$ cat src/rtl/store_coalescer_pkg.sv
// Shared state type and bus-slicing helpers for the store coalescer.
package store_coalescer_pkg;

    typedef enum logic [1:0] {
        IDLE    = 2'd0,
        COLLECT = 2'd1,
        ISSUE   = 2'd2,
        ACK     = 2'd3
    } state_t;

    // Offset of element idx inside a flat LSB-first bus of width-bit elements.
    function automatic int slice_lsb(input int idx, input int width);
        return idx * width;
    endfunction

    function automatic int timer_width(input int timeout);
        return (timeout > 1) ? $clog2(timeout) : 1;
    endfunction

endpackage

$ cat src/rtl/store_row_regfile.sv
// Row staging register file: one write port per lane, one row read port with write-through bypass.
module store_row_regfile
    import store_coalescer_pkg::*;
#(
    parameter int NUM_CORES  = 4,
    parameter int DATA_W     = 16,
    parameter int ROW_ADDR_W = 4
) (
    input  logic                            clk,
    input  logic                            rst_n,
    input  logic [NUM_CORES-1:0]            wr_en,
    input  logic [NUM_CORES*ROW_ADDR_W-1:0] wr_addr,
    input  logic [NUM_CORES*DATA_W-1:0]     wr_data,
    input  logic [ROW_ADDR_W-1:0]           rd_addr,
    output logic [NUM_CORES*DATA_W-1:0]     rd_data
);
    localparam int NUM_ROWS = 2 ** ROW_ADDR_W;

    logic [NUM_CORES*DATA_W-1:0] rows [NUM_ROWS];

    always_ff @(posedge clk) begin
        if (!rst_n) begin
            for (int r = 0; r < NUM_ROWS; r++) rows[r] <= '0;
        end else begin
            for (int i = 0; i < NUM_CORES; i++) begin
                if (wr_en[i])
                    rows[wr_addr[slice_lsb(i, ROW_ADDR_W) +: ROW_ADDR_W]][slice_lsb(i, DATA_W) +: DATA_W]
                        <= wr_data[slice_lsb(i, DATA_W) +: DATA_W];
            end
        end
    end

    // Same-cycle writes to the row being read win, so a snapshot taken now sees them.
    always_comb begin
        rd_data = rows[rd_addr];
        for (int i = 0; i < NUM_CORES; i++) begin
            if (wr_en[i] && (wr_addr[slice_lsb(i, ROW_ADDR_W) +: ROW_ADDR_W] == rd_addr))
                rd_data[slice_lsb(i, DATA_W) +: DATA_W] = wr_data[slice_lsb(i, DATA_W) +: DATA_W];
        end
    end

endmodule

$ cat src/rtl/store_coalescer.sv
// Gathers per-core store requests for one row into a single lane-masked memory write.
module store_coalescer
    import store_coalescer_pkg::*;
#(
    parameter int NUM_CORES  = 4,
    parameter int DATA_W     = 16,
    parameter int ROW_ADDR_W = 4,
    parameter int MEM_ADDR_W = 16,
    parameter int TIMEOUT    = 15
) (
    input  logic                            clk,
    input  logic                            rst_n,
    input  logic [NUM_CORES-1:0]            active_mask,
    input  logic [NUM_CORES-1:0]            wr_en,
    input  logic [NUM_CORES*ROW_ADDR_W-1:0] wr_addr,
    input  logic [NUM_CORES*DATA_W-1:0]     wr_data,
    input  logic [NUM_CORES-1:0]            st_req,
    input  logic [NUM_CORES*ROW_ADDR_W-1:0] st_row,
    input  logic [MEM_ADDR_W-1:0]           base_addr,
    output logic [NUM_CORES-1:0]            st_ack,
    output logic                            busy,
    output logic                            mem_valid,
    input  logic                            mem_ready,
    output logic [MEM_ADDR_W-1:0]           mem_addr,
    output logic [NUM_CORES*DATA_W-1:0]     mem_data,
    output logic [NUM_CORES-1:0]            mem_lane_en
);
    localparam int TIMER_W = timer_width(TIMEOUT);
    localparam logic [TIMER_W-1:0] TIMER_LAST = TIMER_W'((TIMEOUT == 0) ? 0 : TIMEOUT - 1);

    state_t                      state;
    logic [ROW_ADDR_W-1:0]       cur_row;
    logic [ROW_ADDR_W-1:0]       first_row;
    logic [ROW_ADDR_W-1:0]       match_row;
    logic [NUM_CORES-1:0]        pend;
    logic [NUM_CORES-1:0]        req_q;
    logic [NUM_CORES-1:0]        hits;
    logic [NUM_CORES-1:0]        gathered;
    logic [TIMER_W-1:0]          timer;
    logic [NUM_CORES*DATA_W-1:0] rd_data;
    logic [NUM_CORES*DATA_W-1:0] snapshot;
    logic [MEM_ADDR_W-1:0]       issue_addr;
    logic                        covered;
    logic                        timed_out;

    store_row_regfile #(
        .NUM_CORES  (NUM_CORES),
        .DATA_W     (DATA_W),
        .ROW_ADDR_W (ROW_ADDR_W)
    ) u_regfile (
        .clk     (clk),
        .rst_n   (rst_n),
        .wr_en   (wr_en),
        .wr_addr (wr_addr),
        .wr_data (wr_data),
        .rd_addr (cur_row),
        .rd_data (rd_data)
    );

    assign req_q = st_req & active_mask;

    // Lowest-index requester picks the row for a new round.
    always_comb begin
        first_row = '0;
        for (int i = NUM_CORES - 1; i >= 0; i--) begin
            if (req_q[i]) first_row = st_row[slice_lsb(i, ROW_ADDR_W) +: ROW_ADDR_W];
        end
    end

    assign match_row = (state == IDLE) ? first_row : cur_row;

    always_comb begin
        hits = '0;
        for (int i = 0; i < NUM_CORES; i++)
            hits[i] = req_q[i] && (st_row[slice_lsb(i, ROW_ADDR_W) +: ROW_ADDR_W] == match_row);
    end

    assign gathered  = pend | hits;
    assign covered   = (active_mask & ~gathered) == '0;
    assign timed_out = (TIMEOUT != 0) && (timer == TIMER_LAST);

    always_ff @(posedge clk) begin
        if (!rst_n) begin
            state   <= IDLE;
            cur_row <= '0;
            pend    <= '0;
            timer   <= '0;
        end else begin
            case (state)
                IDLE: begin
                    if (|req_q) begin
                        cur_row <= first_row;
                        pend    <= hits;
                        timer   <= '0;
                        state   <= COLLECT;
                    end
                end
                COLLECT: begin
                    pend <= gathered;
                    if (covered || timed_out) begin
                        snapshot   <= rd_data;
                        issue_addr <= base_addr + MEM_ADDR_W'(cur_row);
                        state      <= ISSUE;
                    end else begin
                        timer <= timer + TIMER_W'(1);
                    end
                end
                ISSUE: begin
                    if (mem_ready) state <= ACK;
                end
                ACK: begin
                    pend  <= '0;
                    state <= IDLE;
                end
                default: state <= IDLE;
            endcase
        end
    end

    // Memory-side outputs are held at zero outside ISSUE.
    assign busy        = (state != IDLE);
    assign mem_valid   = (state == ISSUE);
    assign mem_addr    = mem_valid ? issue_addr : '0;
    assign mem_data    = mem_valid ? snapshot : '0;
    assign mem_lane_en = mem_valid ? pend : '0;
    assign st_ack      = (state == ACK) ? pend : '0;

endmodule
$ cat config.mk
export PLATFORM = sky130hd
export DESIGN_NAME = store_coalescer
export DESIGN_NICKNAME = d
export VERILOG_FILES = /design/src/rtl/store_coalescer_pkg.sv /design/src/rtl/store_row_regfile.sv /design/src/rtl/store_coalescer.sv
export SDC_FILE = /design/constraint.sdc
export NUM_CORES = 2
export LEC_CHECK = 0
export CORE_MARGIN = 2
export CORE_UTILIZATION = 59
export DETAILED_ROUTE_END_ITERATION = 16
export PLACE_DENSITY = 0.76
export SLEW_MARGIN = 20
export SYNTH_ARGS = -nofsm -noshare
export SYNTH_HDL_FRONTEND = slang
export SYNTH_SLANG_ARGS = --single-unit
export TNS_END_PERCENT = 5
$ cat constraint.sdc
create_clock -name clk -period 12.6 [get_ports clk]
set_input_delay 1.89 -clock clk [delete_from_list [all_inputs] [get_ports clk]]
set_output_delay 1.89 -clock clk [all_outputs]
set_load 0.05 [all_outputs]
-- Word level (Yosys, flattened, before mapping)
Memory sizes are Yosys's and may differ from the RTL's. A register that Yosys moved wholly into a read port is not among the register bits.
Index checks and enable logic that the tools add are counted.
- memory bits (writable): 1024
- output and inout bits: 90
- logic and storage cells: 87
- memories: 1
- register bits: 30
- input port bits: 127
- bitwise gates (word level): 4
- reduce and logical (&&, ||, !) cells: 20
- equality and inequality tests: 12
- add/sub/neg operators: 2
- muxes and demuxes: 43
- memory list (memory ; words ; width ; read ports ; clocked after memory_dff ; write ports ; RTL line ; text):
    u_regfile.rows ; 16 ; 64 ; 1 ; 1 ; 16 ; store_row_regfile.sv:19 ; logic [NUM_CORES*DATA_W-1:0] rows [NUM_ROWS];
- operators with widths (kind ; count):
    64-bit two-way mux ; 5
    64-bit OR reduction ; 4
    4-bit two-way mux ; 14
    16-bit by 4-bit adder with 16-bit output ; 1
    4-bit equality test ; 4
    16-bit two-way mux ; 1
    2-bit two-way mux ; 7
    1-bit two-way mux ; 13
    4-bit one-hot mux with 3 select lines ; 1
    3-bit AND reduction ; 3
    4-bit AND ; 2
    2-bit one-hot mux with 4 select lines ; 1
    4-bit one-hot mux with 2 select lines ; 1
    4-bit by 1-bit adder with 4-bit output (second input constant) ; 1
    2-bit equality test (second input constant) ; 2
    4-bit equality test (second input constant) ; 1
    1-bit logical AND ; 4
    4-bit zero test ; 1
    2-bit by 1-bit != test with 1-bit output (second input constant) ; 2
    2-bit != test (second input constant) ; 2
    4-bit inverter ; 1
    4-bit bitwise OR ; 1
    2-bit AND reduction ; 2
    2-bit nonzero test ; 2
    other kinds (5) ; 5

-- Depth between registers and ports, before layout
- depth in word-level cells: 15
- gate-level depth with buffers: 11
- gate-level depth less buffers: 10

-- Cells and area by module
A second synthesis with hierarchy kept.
- cell total of the unflattened synthesis: 3446
- area, all modules: 52115.0 µm²
- modules (own cells, without submodules) (module ; cells an instance ; sequential area each (µm²) ; times used ; area each (µm²)):
    store_row_regfile ; 2988 ; 30749.5 ; 1 ; 46990.1
    store_coalescer ; 458 ; 2682.6 ; 1 ; 5124.9

-- Least setup slack after synthesis
Ideal clock, no wire load.
- path type: input port to flip-flop
- start: input active_mask[0]
- end: register issue_addr[0] (enable)
- library setup time: 0.519 ns
- stages on the path: 9
- buffers on the path: 1
- data required time: 12.081 ns
- arrival time: 6.884 ns
- path slack: 5.197 ns
- cells stage by stage: buf_2 a21boi_4 o21ai_1 o21ai_2 xor2_1 o41a_1 nor4_2 nor2_1 nor2_1
- word-level cells in the longest chain between the ends: 11
- elaborated cells on any way between the ends: 17
- those cells by class: eq/ne (4); mux (2); bitwise (4); reduce/logical (7)
- ends and longest elaborated chain (what ; RTL line ; text):
    from (decl) ; store_coalescer.sv:13 ; input logic [NUM_CORES-1:0] active_mask,
    4-bit AND ; store_coalescer.sv:60 ; assign req_q = st_req & active_mask;
    4-bit two-way mux ; store_coalescer.sv:66 ; if (req_q[i]) first_row = st_row[slice_lsb(i, ROW_ADDR_W) +: ROW_ADDR_W];
    4-bit two-way mux ; store_coalescer.sv:70 ; assign match_row = (state == IDLE) ? first_row : cur_row;
    4-bit equality test ; store_coalescer.sv:75 ; hits[i] = req_q[i] && (st_row[slice_lsb(i, ROW_ADDR_W) +: ROW_ADDR_W] == match_row);
    1-bit logical AND ; store_coalescer.sv:75 ;
    4-bit bitwise OR ; store_coalescer.sv:78 ; assign gathered = pend | hits;
    4-bit inverter ; store_coalescer.sv:79 ; assign covered = (active_mask & ~gathered) == '0;
    4-bit AND * ; store_coalescer.sv:79 ;
    4-bit zero test * ; store_coalescer.sv:79 ;
    1-bit logical OR * ; store_coalescer.sv:100 ; if (covered || timed_out) begin
    3-bit AND reduction (no source line) * ; n/a ;
    to (signal assigned) ; store_coalescer.sv:102 ; issue_addr <= base_addr + MEM_ADDR_W'(cur_row);
    to (decl) ; store_coalescer.sv:42 ; logic [MEM_ADDR_W-1:0] issue_addr;
Mark *: on every way between the ends. The rest lies on a longest branch, timed or not.
A chain may end at the register's enable or synchronous reset.

-- Worst setup path in the final report
- start: input active_mask[2]
- end: register snapshot[35] (read register of u_regfile.rows) (enable)
- word-level cells in the longest chain between the ends: 13
- elaborated cells on any way between the ends: 19
- those cells by class: eq/ne (4); mux (4); bitwise (4); reduce/logical (7)
- ends and longest elaborated chain (what ; RTL line ; text):
    4-bit AND ; store_coalescer.sv:60 ;
    4-bit two-way mux (3 in series) ; store_coalescer.sv:66 ;
    4-bit two-way mux ; store_coalescer.sv:70 ;
    4-bit equality test ; store_coalescer.sv:75 ;
    1-bit logical AND ; store_coalescer.sv:75 ;
    4-bit bitwise OR ; store_coalescer.sv:78 ;
    4-bit inverter ; store_coalescer.sv:79 ;
    4-bit AND * ; store_coalescer.sv:79 ;
    4-bit zero test * ; store_coalescer.sv:79 ;
    1-bit logical OR * ; store_coalescer.sv:100 ;
    3-bit AND reduction (no source line) * ; n/a ;
    to (decl) ; store_coalescer.sv:41 ; logic [NUM_CORES*DATA_W-1:0] snapshot;
Marks and branches as above.

==> flow_metrics.py <==
metrics = {
    "status": {
        "outcome": "complete, no violations",
    },
    "clocking": {
        "clkTransAtPathRegs_ns": 0.06,
        "cts_tree": "done",
        "ctsResizeCount": 0,
        "numClockSinks": 1118,
        "ctsHtreeMaxLevel": 3,
        "cts_root_buffer": "clkbuf_16",
        "insertion_delay_ns": 0.69,
        "cts_buffer_depth": 3,
        "cts_setup_buffers": 0,
        "cts_buffers": 110,
        "postCtsHoldBufs": 0,
    },
    "routing": {
        "wl_met3_um": 10300,
        "drc": 0,
        "vias": 29100,
        "firstDrtPassIters": 5,
        "finalWirelength_um": 122000,
        "wl_per_cell_um": 25.9,
        "wl_met2_um": 60600,
        "wl_met1_um": 49300,
        "drt_iter0_markers": 3251,
        "post_drt_via_cell_ratio": 6.15,
        "antenna_left": 0,
        "top_layer": "met5",
    },
    "timing": {
        "finalSetupViolations": 0,
        "clock_skew_ns": 0.0262,
        "max-slew-margin-rel_pct": 23.6,
        "fin_crit_ns": 5.87,
        "hold_viol_final": 0,
        "max_freq_mhz": 170,
        "fin_crit_sh_pct": 46.6,
        "fin_setup_tns_ns": 0,
        "rsz0062_at_grt": "no",
        "report.final.slew_viol_count": 0,
        "tightestPinTransition_ns": 1.14,
    },
    "logic_synthesis": {
        "syn_inst": 3294,
        "synth_top_cell_area_share_pct": 63.8,
        "ys.flop_type": "edfxtp_1",
        "synth_area_um2": 51900,
        "yosysUniqueCellTypes": 62,
        "yosys.area.top_type": "edfxtp_1",
        "synth_area_per_cell_um2": 15.8,
        "synth_fp_nets": 3433,
        "yosysSeqAreaShare_pct": 64.4,
        "synth.area.top_cells": "edfxtp_1, mux4_2, and2_1, mux2_2, clkbuf_1",
        "synth_seq_cells": 1118,
        "synth_edf_count": 1104,
        "yosys_warnings": 0,
        "ys_async_sr_fraction_pct": 0,
    },
    "cells_and_area": {
        "layout.cells.most_common_list": "and2_1, edfxtp_1, mux4_2, clkdlybuf4s50_1, clkbuf_16",
        "area_growth_pct": 13.7,
        "final_common_cell": "and2_1",
        "fin_util_pct": 67.8,
        "fill_cells": 5838,
        "drive_above_1_share_pct": 19.2,
        "fin_cells": 4721,
        "final_nets": 3611,
        "design_area_um2": 59000,
    },
    "setup_path": {
        "endpoint_kind": "flip-flop",
        "cp_max_fo": 54,
        "cp.required_ns": 12.91,
        "critPathLaunchType": "primary input",
        "cp_slowest_cell": "buf_4",
        "worst-path-buf-inv": 2,
        "crit_cells": 10,
        "cpPeakStageDelay_ns": 0.80,
        "worstPathCellList": "clkdlybuf4s50_1 > nand2_1 > a31oi_1 > o21ai_0 > xnor2_1 > a41oi_2 > nor4_2 > nor2_1 > nor2_4 > buf_4",
        "arrival_ns": 6.18,
        "crit_family": "simple AND/OR/NAND/NOR gates",
        "reg2regPathDepth": 12,
        "worstSetupPathType": "primary input to flip-flop",
    },
    "place": {
        "gp_congestion": 0.839,
        "port_buffers": 216,
        "dp_hpwl_um": 77200,
        "place_inst": 4514,
        "dpl_cell_area_um2": 55400,
    },
    "pwr": {
        "power.internal_w": 0.00731,
        "p_total_w": 0.0101,
        "ir_drop_mv": 0.124,
        "power.density_nw_per_um2": 170,
        "switching_share_pct": 27.4,
        "p_comb_share_pct": 23.1,
        "p_leak_nw": 19.9,
        "pwr-share-seq_pct": 44.3,
        "switchingPower_w": 0.00275,
        "p_clk_share_pct": 32.7,
    },
    "die": {
        "start_util_pct": 59.7,
        "io_pins": 217,
        "rows": 108,
        "fp.coreArea_um2": 87000,
        "die_w_um": 301,
        "die_area_um2": 90400,
        "die_h_um": 301,
    },
    "flow_run": {
        "drv_cap": 0,
    },
    "worst_hold_path": {
        "min_path_type": "flip-flop to flip-flop",
        "hold_depth": 2,
    },
    "grt": {
        "grt.overflow.total": 0,
        "globalRouteTotalUtil_pct": 27.5,
        "grt_max_degree": 131,
        "grt_pass1_wl_um": 185000,
        "antenna_found_initial": 8,
        "grt_pass1_vias": 29900,
    },
}
power by group through the flow:
stage	logic (W)	registers (W)	clock network, W
finish	0.00232	0.00446	0.00328
CTS	0.00233	0.00446	0.00332
global route	0.00245	0.00448	0.00347
detailed placement	0.00231	0.00454	0
global placement	0.00228	0.00452	0
floorplan	0.00169	0.00445	0
cell usage after synthesis (20+ instances only):
library cell and instances:
mux2_2 66, and2_1 1113, nand3_1 20, nand2_1 40, clkbuf_1 196, o21ai_0 55, buf_2 30, nor3_1 21
inv_1 20, edfxtp_1 1104, xnor2_1 24, nor2_1 76, mux4_2 320, nand2b_1 31
worst paths after layout:
check / start / slack [ns] / endpoint
worst max-delay path: active_mask[2] / 6.73 / snapshot[35]
worst min register to register: state[0] / 0.53 / state[0]
worst min-delay path: state[0] / 0.53 / state[0]
worst max register to register: state[0] / 7.73 / snapshot[35]
cells by family (layout without fill, tap and decap cells):
family          count (synthesis)  after routing  share of synthesized area [%]
buf+inv                       263            533                           1.99
flops                        1118           1118                           64.4
xor+xnor                       36             36                          0.607
simple gates                 1344           1344                           15.6
compound gates                129            129                           1.71
fa+ha+maj                      12             12                          0.304
other cells                     0              2                              0
mux                           392            392                           15.4
flip-flops by register name (all words and copies together), names as in the netlist:
name	flops
cur_row	4
issue_addr	16
pend	4
snapshot	64
state	2
timer	4
u_regfile.rows	1024
layout make-up:
type | instances | area [µm²] | share of cell area (%)
Sequential cell | 1118 | 33400 | 56.7
Multi-Input combinational cell | 1913 | 17500 | 29.7
Timing Repair Buffer | 309 | 2920 | 4.94
Clock buffer | 128 | 2860 | 4.85
Tap cell | 1155 | 1450 | 2.45
Clock inverter | 76 | 758 | 1.28
Inverter | 20 | 75.1 | 0.127
Antenna cell | 2 | 5.00 | 0.00848
routing by layer:
layer,track usage [%],vias up
met5,0,-
met2,45.1,1280
met3,4.75,165
met1,39.1,15000
met4,6.47,4
li1,-,12600
metrics by stage:
| step | hold slack, ns | setup WS (ns) |
|---|---|---|
| 2_1_floorplan | 0.471 | 5.20 |
| 3_3_place_gp | 0.481 | 6.07 |
| 3_5_place_dp | 0.514 | 6.01 |
| 4_1_cts | 0.522 | 6.70 |
| 5_1_grt | 0.554 | 6.48 |
| 6_report | 0.526 | 6.73 |
tightest hold or removal path: stages, from the launching register on:
cell and delay (ns):
dfxtp_1 0.34, nand2_1 0.08, mux2i_1 0.06
Note: power is estimated with default switching activity, not from simulation.
